===== config.mk =====
export PLATFORM = sky130hd
export DESIGN_NAME = cast_float_to_int_pipe_flat
export DESIGN_NICKNAME = d
export VERILOG_FILES = /design/src/rtl/cast_float_to_int_pipe_if.sv /design/src/rtl/cast_float_to_int_pipe.sv /design/src/flat_wrapper.sv
export SDC_FILE = /design/constraint.sdc
export NUM_CORES = 1
export LEC_CHECK = 0
export ABC_AREA = 0
export CAP_MARGIN = 15
export CORE_MARGIN = 1.5
export CORE_UTILIZATION = 60
export DETAILED_ROUTE_END_ITERATION = 8
export GPL_TIMING_DRIVEN = 0
export HOLD_SLACK_MARGIN = 0.15
export PLACE_DENSITY = 0.83
export SLEW_MARGIN = 40
export SYNTH_ARGS = -nofsm -noshare
export SYNTH_HDL_FRONTEND = slang
export SYNTH_SLANG_ARGS = --single-unit

===== constraint.sdc =====
create_clock -name clk -period 5.5 [get_ports clk]
set_input_delay 1.1 -clock clk [delete_from_list [all_inputs] [get_ports clk]]
set_output_delay 1.1 -clock clk [all_outputs]
set_load 0.03 [all_outputs]

===== src/rtl/cast_float_to_int_pipe_if.sv =====
// Operand/result bundle for the float-to-int cast unit.
// Carries the input handshake with operand and mode, and the output handshake with result and flags.
// The master modport belongs to the producer/consumer side and the slave modport to the converter.
interface cast_float_to_int_pipe_if;
  logic        in_valid;
  logic        in_ready;
  logic [31:0] in;
  logic        is_signed;
  logic        out_valid;
  logic        out_ready;
  logic [31:0] out;
  logic        invalid;
  logic        inexact;

  modport master (
    output in_valid, in, is_signed, out_ready,
    input  in_ready, out_valid, out, invalid, inexact
  );

  modport slave (
    input  in_valid, in, is_signed, out_ready,
    output in_ready, out_valid, out, invalid, inexact
  );
endinterface


===== src/rtl/cast_float_to_int_pipe.sv =====
// IEEE-754 single to 32-bit signed/unsigned integer cast: truncate toward zero, saturate, invalid/inexact flags.
// Latency 2 cycles (decode register, then shift/saturate register); one result per cycle.
// Backpressure: each stage advances when the next is empty or draining; in_ready is combinational from out_ready.
module cast_float_to_int_pipe #(
  parameter logic [31:0] NAN_VALUE = 32'h0000_0000
) (
  input logic clk,
  input logic clr,
  cast_float_to_int_pipe_if.slave bus
);

  typedef enum logic [1:0] {
    CLS_NORMAL = 2'd0,
    CLS_SMALL  = 2'd1,
    CLS_INF    = 2'd2,
    CLS_NAN    = 2'd3
  } cls_t;

  // ---------------------------------------------------------------
  // Handshake
  // ---------------------------------------------------------------
  logic s1_vld_q;
  logic s2_vld_q;
  logic s1_adv;

  assign s1_adv       = !s2_vld_q || bus.out_ready;
  assign bus.in_ready = !s1_vld_q || s1_adv;

  // ---------------------------------------------------------------
  // S1 decode (combinational from the operand)
  // ---------------------------------------------------------------
  logic [7:0]  e_w;
  logic [22:0] f_w;
  cls_t        cls_d;
  logic        big_d;
  logic        left_d;
  logic [4:0]  rsh_d;
  logic [3:0]  lsh_d;

  assign e_w    = bus.in[30:23];
  assign f_w    = bus.in[22:0];
  // k = e-127 >= 32 means the magnitude cannot fit in 32 bits
  assign big_d  = (e_w >= 8'd159);
  // 23 < k: the significand must move left rather than right
  assign left_d = (e_w > 8'd150);
  assign rsh_d  = 5'(8'd150 - e_w);
  assign lsh_d  = 4'(e_w - 8'd150);

  // Classify the operand by exponent/fraction
  always_comb begin
    cls_d = CLS_NORMAL;
    if (e_w == 8'hFF) begin
      cls_d = (f_w != 23'd0) ? CLS_NAN : CLS_INF;
    end else if (e_w < 8'd127) begin
      cls_d = CLS_SMALL;
    end
  end

  logic        s1_s_q;
  cls_t        s1_cls_q;
  logic [23:0] s1_sig_q;
  logic        s1_signed_q;
  logic        s1_big_q;
  logic        s1_left_q;
  logic [4:0]  s1_rsh_q;
  logic [3:0]  s1_lsh_q;
  logic        s1_nz_q;

  // S1 register: capture the decoded operand on an input transfer
  always_ff @(posedge clk or posedge clr) begin
    if (clr) begin
      s1_vld_q    <= 1'b0;
      s1_s_q      <= 1'b0;
      s1_cls_q    <= CLS_NORMAL;
      s1_sig_q    <= '0;
      s1_signed_q <= 1'b0;
      s1_big_q    <= 1'b0;
      s1_left_q   <= 1'b0;
      s1_rsh_q    <= '0;
      s1_lsh_q    <= '0;
      s1_nz_q     <= 1'b0;
    end else if (bus.in_ready) begin
      s1_vld_q <= bus.in_valid;
      if (bus.in_valid) begin
        s1_s_q      <= bus.in[31];
        s1_cls_q    <= cls_d;
        s1_sig_q    <= {1'b1, f_w};
        s1_signed_q <= bus.is_signed;
        s1_big_q    <= big_d;
        s1_left_q   <= left_d;
        s1_rsh_q    <= rsh_d;
        s1_lsh_q    <= lsh_d;
        s1_nz_q     <= (bus.in[30:0] != 31'd0);
      end
    end
  end

  // ---------------------------------------------------------------
  // S2 shift / saturate (combinational from S1)
  // ---------------------------------------------------------------
  logic [31:0] mag_w;
  logic        lost_w;
  logic        ovf_w;
  logic [31:0] res_d;
  logic        inv_d;
  logic        inx_d;

  assign ovf_w = (s1_cls_q == CLS_INF) || s1_big_q;

  // Align the significand to the integer point and collect the dropped bits
  always_comb begin
    mag_w  = '0;
    lost_w = 1'b0;
    if (s1_cls_q == CLS_SMALL) begin
      lost_w = s1_nz_q;
    end else if (s1_left_q) begin
      mag_w = {8'd0, s1_sig_q} << s1_lsh_q;
    end else begin
      mag_w  = {8'd0, s1_sig_q >> s1_rsh_q};
      lost_w = |(s1_sig_q & ~(24'hFF_FFFF << s1_rsh_q));
    end
  end

  // Pick the result: NaN first, then saturation per signedness, then the truncated value
  always_comb begin
    res_d = mag_w;
    inv_d = 1'b0;
    if (s1_cls_q == CLS_NAN) begin
      res_d = NAN_VALUE;
      inv_d = 1'b1;
    end else if (s1_signed_q) begin
      if (!s1_s_q && (ovf_w || mag_w[31])) begin
        res_d = 32'h7FFF_FFFF;
        inv_d = 1'b1;
      end else if (s1_s_q && (ovf_w || (mag_w[31] && (mag_w[30:0] != 31'd0)))) begin
        res_d = 32'h8000_0000;
        inv_d = 1'b1;
      end else begin
        res_d = s1_s_q ? (32'd0 - mag_w) : mag_w;
      end
    end else begin
      if (!s1_s_q && ovf_w) begin
        res_d = 32'hFFFF_FFFF;
        inv_d = 1'b1;
      end else if (s1_s_q && (ovf_w || (mag_w != 32'd0))) begin
        res_d = 32'd0;
        inv_d = 1'b1;
      end
    end
    inx_d = lost_w && !inv_d;
  end

  logic [31:0] out_q;
  logic        inv_q;
  logic        inx_q;

  // S2 register: load when downstream is empty or draining, otherwise hold the result stable
  always_ff @(posedge clk or posedge clr) begin
    if (clr) begin
      s2_vld_q <= 1'b0;
      out_q    <= '0;
      inv_q    <= 1'b0;
      inx_q    <= 1'b0;
    end else if (s1_adv) begin
      s2_vld_q <= s1_vld_q;
      if (s1_vld_q) begin
        out_q <= res_d;
        inv_q <= inv_d;
        inx_q <= inx_d;
      end
    end
  end

  assign bus.out_valid = s2_vld_q;
  assign bus.out       = out_q;
  assign bus.invalid   = inv_q;
  assign bus.inexact   = inx_q;

endmodule

===== src/flat_wrapper.sv =====
// flat-port wrapper written by rule: the top's interface ports become plain ports
module cast_float_to_int_pipe_flat 
#(
  parameter logic [31:0] NAN_VALUE = 32'h0000_0000
)
  (clk, clr, bus_in_valid, bus_in, bus_is_signed, bus_out_ready, bus_in_ready, bus_out_valid, bus_out, bus_invalid, bus_inexact);
  cast_float_to_int_pipe_if bus_i ();
  input logic clk;
  input logic clr;
  input wire logic [$bits(bus_i.in_valid)-1:0] bus_in_valid;
  input wire logic [$bits(bus_i.in)-1:0] bus_in;
  input wire logic [$bits(bus_i.is_signed)-1:0] bus_is_signed;
  input wire logic [$bits(bus_i.out_ready)-1:0] bus_out_ready;
  output wire logic [$bits(bus_i.in_ready)-1:0] bus_in_ready;
  output wire logic [$bits(bus_i.out_valid)-1:0] bus_out_valid;
  output wire logic [$bits(bus_i.out)-1:0] bus_out;
  output wire logic [$bits(bus_i.invalid)-1:0] bus_invalid;
  output wire logic [$bits(bus_i.inexact)-1:0] bus_inexact;
  assign bus_i.in_valid = bus_in_valid;
  assign bus_i.in = bus_in;
  assign bus_i.is_signed = bus_is_signed;
  assign bus_i.out_ready = bus_out_ready;
  assign bus_in_ready = bus_i.in_ready;
  assign bus_out_valid = bus_i.out_valid;
  assign bus_out = bus_i.out;
  assign bus_invalid = bus_i.invalid;
  assign bus_inexact = bus_i.inexact;
  cast_float_to_int_pipe #(.NAN_VALUE(NAN_VALUE)) u_core (.clk(clk), .clr(clr), .bus(bus_i));
endmodule

# --- Yosys cells after proc, flatten, opt, wreduce, memory -nomap -nowiden ---
# Index checks and enable logic that the tools add are counted.
totals:
  register_bits: 76
  latch_bits: 0
  ram_bits: 0
  mem_bits_ro: 0
  inputBits: 37
  out_inout_bits: 36
  word_cells: 72
  mem_count: 0
op_classes:
  addsub: 3
  n_mul: 0
  n_div: 0
  magnitude_cmp: 3
  n_eq_ne: 4
  shifts: 3
  muxes: 20
  bitwise: 2
  reduce_logical: 23
op_table:
  columns: ["cell", "count"]
  rows:
  - ["two-way mux 32 bit", 9]
  - ["nonzero test 31 bit", 2]
  - ["nonzero test 32 bit", 1]
  - ["<< shifter 24 x 4 -> 32 bit", 1]
  - ["subtractor 1 x 32 -> 32 bit (first input constant)", 1]
  - ["AND 24 bit", 1]
  - ["inverter 24 bit", 1]
  - ["OR reduction 24 bit", 1]
  - ["<< shifter 24 x 5 -> 24 bit (first input constant)", 1]
  - ["right shift 24 x 5 -> 24 bit", 1]
  - ["nonzero test 23 bit", 1]
  - ["two-way mux 1 bit", 10]
  - ["equality test 8 bit (second input constant)", 1]
  - [">= comparator 8 bit (second input constant)", 1]
  - ["> comparator 8 bit (second input constant)", 1]
  - ["less-than comparator 8 x 7 -> 1 bit (second input constant)", 1]
  - ["logical AND 1 bit", 6]
  - ["logical OR 1 bit", 6]
  - ["subtractor 5 bit (first input constant)", 1]
  - ["equality test 2 bit (second input constant)", 2]
  - ["logical NOT 1 bit", 4]
  - ["AND reduction 2 bit", 2]
  - ["subtractor 4 x 3 -> 4 bit (second input constant)", 1]
  - ["equality test 2 x 1 -> 1 bit (second input constant)", 1]
  - ["two-way mux 2 bit", 1]

# --- Logic depth before layout (Yosys ltp) ---
logic_depth:
  word_depth: 13
  depth_mapped: 19
  depth_no_buf: 12

# --- Least setup slack after synthesis ---
# No wires, ideal clock.
synth_path:
  path_type: "reg-to-reg"
  startpoint: "reg u_core.s1_lsh_q[0]"
  endpoint: "reg u_core.out_q[23], in the netlist u_core.bus.out[23]"
  setup_time_ps: 104
  arrival_time_ps: 3825
  t_required_ps: 5396
  path_slack_ps: 1572
  path_stages_with_launch: 19
  path_buffers: 7
  period_less_slack_ps: 3928
  cell_sequence: "dfrtp_1 buf_6 buf_6 buf_8 buf_6 buf_6 buf_6 buf_6 mux4_2 o2bb2ai_1 nor3_2 ha_1 o2111ai_1 nor4_4 nand3_2 o31a_4 nand2_2 nand2_4 o41ai_2"
synth_between:
  elab_chain_len: 11
  word_cells_on_any_way: 20
  classes_between: "1 x add/sub; 1 x shift; 9 x mux; 9 x reduce/logical"
synth_rtl:
  columns: ["item", "line", "rtl"]
  rows:
  - ["from (decl)", "cast_float_to_int_pipe.sv:66", "logic [3:0] s1_lsh_q;"]
  - ["from (signal assigned)", "cast_float_to_int_pipe.sv:92", "s1_lsh_q <= lsh_d;"]
  - ["<< shifter 24 x 4 -> 32 bit (*)", "cast_float_to_int_pipe.sv:117", "mag_w = {8'd0, s1_sig_q} << s1_lsh_q;"]
  - ["two-way mux 32 bit (*)", "cast_float_to_int_pipe.sv:116", "end else if (s1_left_q) begin"]
  - ["two-way mux 32 bit (*)", "cast_float_to_int_pipe.sv:114", "if (s1_cls_q == CLS_SMALL) begin"]
  - ["branches (longest 6 deep; another with subtractor 1 x 32 -> 32 bit)", null, null]
  - ["two-way mux 32 bit (*)", "cast_float_to_int_pipe.sv:131", "end else if (s1_signed_q) begin"]
  - ["two-way mux 32 bit (*)", "cast_float_to_int_pipe.sv:128", "if (s1_cls_q == CLS_NAN) begin"]
  - ["to (signal assigned)", "cast_float_to_int_pipe.sv:167", "out_q <= res_d;"]
  - ["to (decl)", "cast_float_to_int_pipe.sv:153", "logic [31:0] out_q;"]
# Every way passes the cells marked *.
# A chain may end at the register's enable or synchronous reset.

# --- Worst setup path after layout ---
layout_path:
  startpoint: "reg u_core.s1_lsh_q[0]"
  endpoint: "reg u_core.inx_q, in the netlist u_core.bus.inexact"
layout_between:
  elab_chain_len: 13
  word_cells_on_any_way: 20
  classes_between: "1 x shift; 8 x mux; 11 x reduce/logical"
layout_rtl:
  columns: ["item", "line", "rtl"]
  rows:
  - ["<< shifter 24 x 4 -> 32 bit (*)", "cast_float_to_int_pipe.sv:117", null]
  - ["two-way mux 32 bit (*)", "cast_float_to_int_pipe.sv:116", null]
  - ["two-way mux 32 bit (*)", "cast_float_to_int_pipe.sv:114", null]
  - ["nonzero test 31 bit", "cast_float_to_int_pipe.sv:135", "end else if (s1_s_q && (ovf_w || (mag_w[31] && (mag_w[30:0] != 31'd0)))) begin"]
  - ["logical AND 1 bit", "cast_float_to_int_pipe.sv:135", null]
  - ["logical OR 1 bit", "cast_float_to_int_pipe.sv:135", null]
  - ["logical AND 1 bit", "cast_float_to_int_pipe.sv:135", null]
  - ["two-way mux 1 bit", "cast_float_to_int_pipe.sv:135", null]
  - ["two-way mux 1 bit", "cast_float_to_int_pipe.sv:132", "if (!s1_s_q && (ovf_w || mag_w[31])) begin"]
  - ["two-way mux 1 bit (*)", "cast_float_to_int_pipe.sv:131", null]
  - ["two-way mux 1 bit (*)", "cast_float_to_int_pipe.sv:128", null]
  - ["logical NOT 1 bit (*)", "cast_float_to_int_pipe.sv:150", "inx_d = lost_w && !inv_d;"]
  - ["logical AND 1 bit (*)", "cast_float_to_int_pipe.sv:150", null]
  - ["to (signal assigned)", "cast_float_to_int_pipe.sv:169", "inx_q <= inx_d;"]
  - ["to (decl)", "cast_float_to_int_pipe.sv:155", "logic inx_q;"]
# Every way passes the cells marked *; elsewhere a longest branch is shown, timed or not.

==> run_results.csv <==
group,metric,value,unit
sta,relSlewSlack,43.0,%
cts,postCtsHoldBufs,0,
floorplan,fp.dieW,118,microns
detailed_routing,antenna_left,0,
critical_path,cp-start-kind,"register",
sta,rsz0062_at_grt,"false",
critical_path,cpPeakStageDelay,660,ps
placement,place_congestion,1.05,
critical_path,worstSetupEndpointType,"register",
hold_path,hp-start,"u_core.s1_nz_q",
cts,cts_tree,"built",
logic_synthesis,synth_edf_count,0,
final_layout,num_antenna_cells,0,
cts,htree_levels,3,
cts,cts_resized,0,
critical_path,crit_fanout,10,
final_layout,stdcell_count,1161,
final_layout,drive_gt1_share,17.2,%
run_status,outcome,"finished clean",
logic_synthesis,yosysWarnings,0,
critical_path,critPathKind,"register to register",
critical_path,cpLargestDelayFamily,"compound AO/OA/AOI/OAI gates",
placement,hpwl,23.8,mm
global_route,grt_pass1_vias,8389,
detailed_routing,wl,31.4,mm
critical_path,r2r_cells,18,
critical_path,reg2reg_slack,120,ps
pwr,irDropWorstVdd,275,uV
global_route,grt.overflow.total,0,
logic_synthesis,syn_area_per_cell,8.77,sq um
floorplan,start_util,62.1,%
sta,setup_viol,0,
cts,clock-root-buffer,"clkbuf_16",
cts,cts_buffers,9,
hold_path,hold_end,"u_core.s1_nz_q",
logic_synthesis,async_reset_ff_share,100,%
detailed_routing,dr.pass1.iters,9,
critical_path,rr_endpoint,"u_core.bus.inexact",
global_route,grt_antenna_before_repair,0,
logic_synthesis,syn_area,7900,sq um
critical_path,worstPathCellList,"buf_6 -> buf_6 -> buf_8 -> buf_6 -> buf_6 -> buf_6 -> buf_6 -> mux4_2 -> o2bb2ai_1 -> nor3_2 -> ha_1 -> o2111ai_1 -> nor4_4 -> nand3_2 -> o31ai_2 -> nand2_1 -> o32ai_1 -> a22o_1",
sta,final_max_slew_viol_count,0,
pwr,p_per_area,390,nW/um^2
hold_path,hold_path_class,"register to register",
cts,clockBufferDepth,2,
detailed_routing,vias,8804,
critical_path,arrival,5660,ps
critical_path,path_common_cell,"buf_6",
global_route,grt_max_degree,39,
sta,setup_tns,0,ps
job,cap_violations,0,
placement,place_inst,1146,
critical_path,timing.rr.start,"u_core.s1_lsh_q[0]",
global_route,grt_usage,45.6,%
floorplan,die_h,118,microns
logic_synthesis,ys_seq_area_share,23.7,%
floorplan,io_pins,73,
critical_path,cp.required,5790,ps
sta,max_freq,186,MHz
pwr,leakagePower,3.51,nW
placement,io_buffers,72,
hold_path,whs_path_depth,1,
sta,hold_viol,0,
sta,skew,13.1,ps
floorplan,num_rows,41,
logic_synthesis,synth_flop_cell,"dfrtp_1",
critical_path,critPathBufInv,7,
floorplan,core_area,12700,sq um
logic_synthesis,ys_ff_latch,75,
sta,final.period_utilization,97.8,%
cts,cts_sinks,75,
logic_synthesis,syn_nets,944,
critical_path,startpoint,"u_core.s1_lsh_q[0]",
cts,cts.clk_slew.worst_paths,60,ps
final_layout,area_growth,15.6,%
global_route,grt_pass1_wl,48.6,mm
sta,min_period,5380,ps
logic_synthesis,synth_cells,901,
detailed_routing,wl_per_cell,27.0,microns
sta,worst_pin_slew,855,ps
final_layout,final_nets,1028,
cts,clk_latency,360,ps
critical_path,cp_slowest_cell,"o31ai_2",
detailed_routing,drc,0,
cts,cts_setup_buffers,0,
floorplan,die-area,13900,sq um
logic_synthesis,yosysUniqueCellTypes,99,
detailed_routing,dr.first_iter.drc_count,2016,
detailed_routing,via_per_inst,7.58,
-- synth_stat cells, drive strengths merged, types with 5 or more instances --
library cell  instances  area, sq um
nand4                13         81.3
xor2                  8         70.1
mux2                 64          739
xnor2                 7         61.3
o21ai                70          350
a211oi                9         67.6
or2                   7         43.8
nor3b                 5         37.5
clkbuf               54          203
a22oi                10         85.1
buf                  29          230
a21oi                41          216
nor3                 17         95.1
o2bb2ai               5         43.8
nand3                19          105
nand2b               17          114
a32o                  7         70.1
a221oi                9         78.8
or4                   6         52.6
nor2                 60          228
nor2b                13         81.3
dfrtp                75         1880
nor4                 16          115
ha                    6         75.1
a21o                  7         52.6
a22o                  6         52.6
inv                  17         63.8
mux2i                32          333
o31ai                12          100
a31oi                 6         37.5
mux4                 31          698
and3                  7         45.1
or3                  10         67.6
and2                  6         37.5
o22ai                20          125
o211ai                7         52.6
nand2               100          385
-- through the flow --
stage               util, %  power, mW  setup slack [ps]  hold WS, ps  area [sq um]
detailed placement     69.7       2.90               375          468          8870
floorplan                 -       2.22              1570          449          7900
CTS                    71.8       3.46               313          485          9140
global route           71.8       3.69              7.07          505          9140
finish                 71.8       3.56               120          483          9140
global placement       69.5       2.87               485          451          8840
-- metal layers --
metal	vias up	routed length [microns]	track usage [%]
met1	4082	11500	60.4
met5	-	0	0
met2	872	13200	66.7
met4	0	1940	21.6
met3	228	4780	15.6
li1	3622	-	-
-- kinds of logic (layout without fill, tap and decap cells) --
kind of cell | after synthesis | in the layout | share of synthesized area (%)
buffers and inverters | 100 | 188 | 6.29
xor gates and xnor gates | 15 | 15 | 1.66
and+or+nand+nor | 311 | 311 | 21.0
adders and majority gates | 8 | 8 | 1.20
muxes | 127 | 127 | 22.4
DFF | 75 | 75 | 23.7
AOI/OAI and AO/OA | 265 | 265 | 23.7
-- worst register-to-register path: cells and delay by family (launching register included) --
family / cells / cell delay, ps
buf+inv: 7 / 1300
simple gates: 4 / 1210
compound gates: 5 / 1590
flops: 1 / 340
mux: 1 / 530
fa+ha+maj: 1 / 360
-- registers in the layout, indices dropped and copies added (netlist names) --
register              count
u_core.bus.inexact        1
u_core.bus.invalid        1
u_core.bus.out           32
u_core.bus.out_valid      1
u_core.s1_big_q           1
u_core.s1_cls_q           2
u_core.s1_left_q          1
u_core.s1_lsh_q           4
u_core.s1_nz_q            1
u_core.s1_rsh_q           4
u_core.s1_s_q             1
u_core.s1_sig_q          24
u_core.s1_signed_q        1
u_core.s1_vld_q           1
-- power by group --
group	total (mW)	switching (mW)	internal [mW]
logic	2.23	1.38	0.850
clock network	0.559	0.244	0.315
registers	0.776	0.0984	0.677
total	3.56	1.72	1.84
-- how the worst max path moves through the flow --
| stage | to | slack, ps | depth (start not counted) |
|---|---|---|---|
| after detailed placement | u_core.bus.inexact | 370 | 18 |
| after global routing | u_core.bus.inexact | 7 | 18 |
| after global placement | u_core.bus.inexact | 480 | 18 |
| final | u_core.bus.inexact | 120 | 18 |
| after CTS | u_core.bus.inexact | 310 | 18 |
| after floorplan | u_core.bus.out[23] | 1570 | 18 |
-- cell type report --
cell class / instances / area, sq um
repair buffers: 73 / 741
flip-flops and latches: 75 / 1880
fillers: 1021 / 3580
inverters: 17 / 68.8
clock buffers: 11 / 243
multi-input cells: 726 / 5540
plain buffers: 83 / 433
well taps: 172 / 215
clock inverters: 4 / 26.3
-- layout by cell type, fill, tap and decap left out, types with 6 or more instances in the layout --
| cell | Yosys | final |
|---|---|---|
| buf_1 | 7 | 7 |
| a32o_1 | 7 | 7 |
| o211ai_1 | 7 | 7 |
| nand2b_1 | 16 | 16 |
| mux4_2 | 31 | 31 |
| nor3_1 | 15 | 15 |
| ha_1 | 6 | 6 |
| a22o_1 | 6 | 6 |
| o22ai_1 | 20 | 20 |
| dfrtp_1 | 75 | 75 |
| nand3_1 | 17 | 17 |
| clkbuf_1 | 54 | 55 |
| a22oi_1 | 8 | 8 |
| a31oi_1 | 6 | 6 |
| or2_2 | 7 | 7 |
| nor4_1 | 15 | 15 |
| nor2b_1 | 13 | 13 |
| a211oi_1 | 9 | 9 |
| o21ai_0 | 50 | 50 |
| or3_1 | 9 | 9 |
| clkbuf_16 | 0 | 9 |
| buf_2 | 9 | 9 |
| nand2_1 | 98 | 98 |
| nand4_1 | 13 | 13 |
| inv_1 | 14 | 13 |
| xor2_1 | 8 | 8 |
| mux2_2 | 55 | 55 |
| o21ai_1 | 20 | 20 |
| clkdlybuf4s50_1 | 0 | 72 |
| and3_1 | 6 | 6 |
| o31ai_1 | 10 | 10 |
| buf_6 | 11 | 11 |
| xnor2_1 | 7 | 7 |
| a21oi_1 | 40 | 39 |
| a221oi_1 | 9 | 9 |
| and2_1 | 6 | 6 |
| mux2i_1 | 31 | 31 |
| a21o_1 | 7 | 7 |
| nor2_1 | 59 | 58 |
No activity file was read; power rests on OpenSTA's default activity.
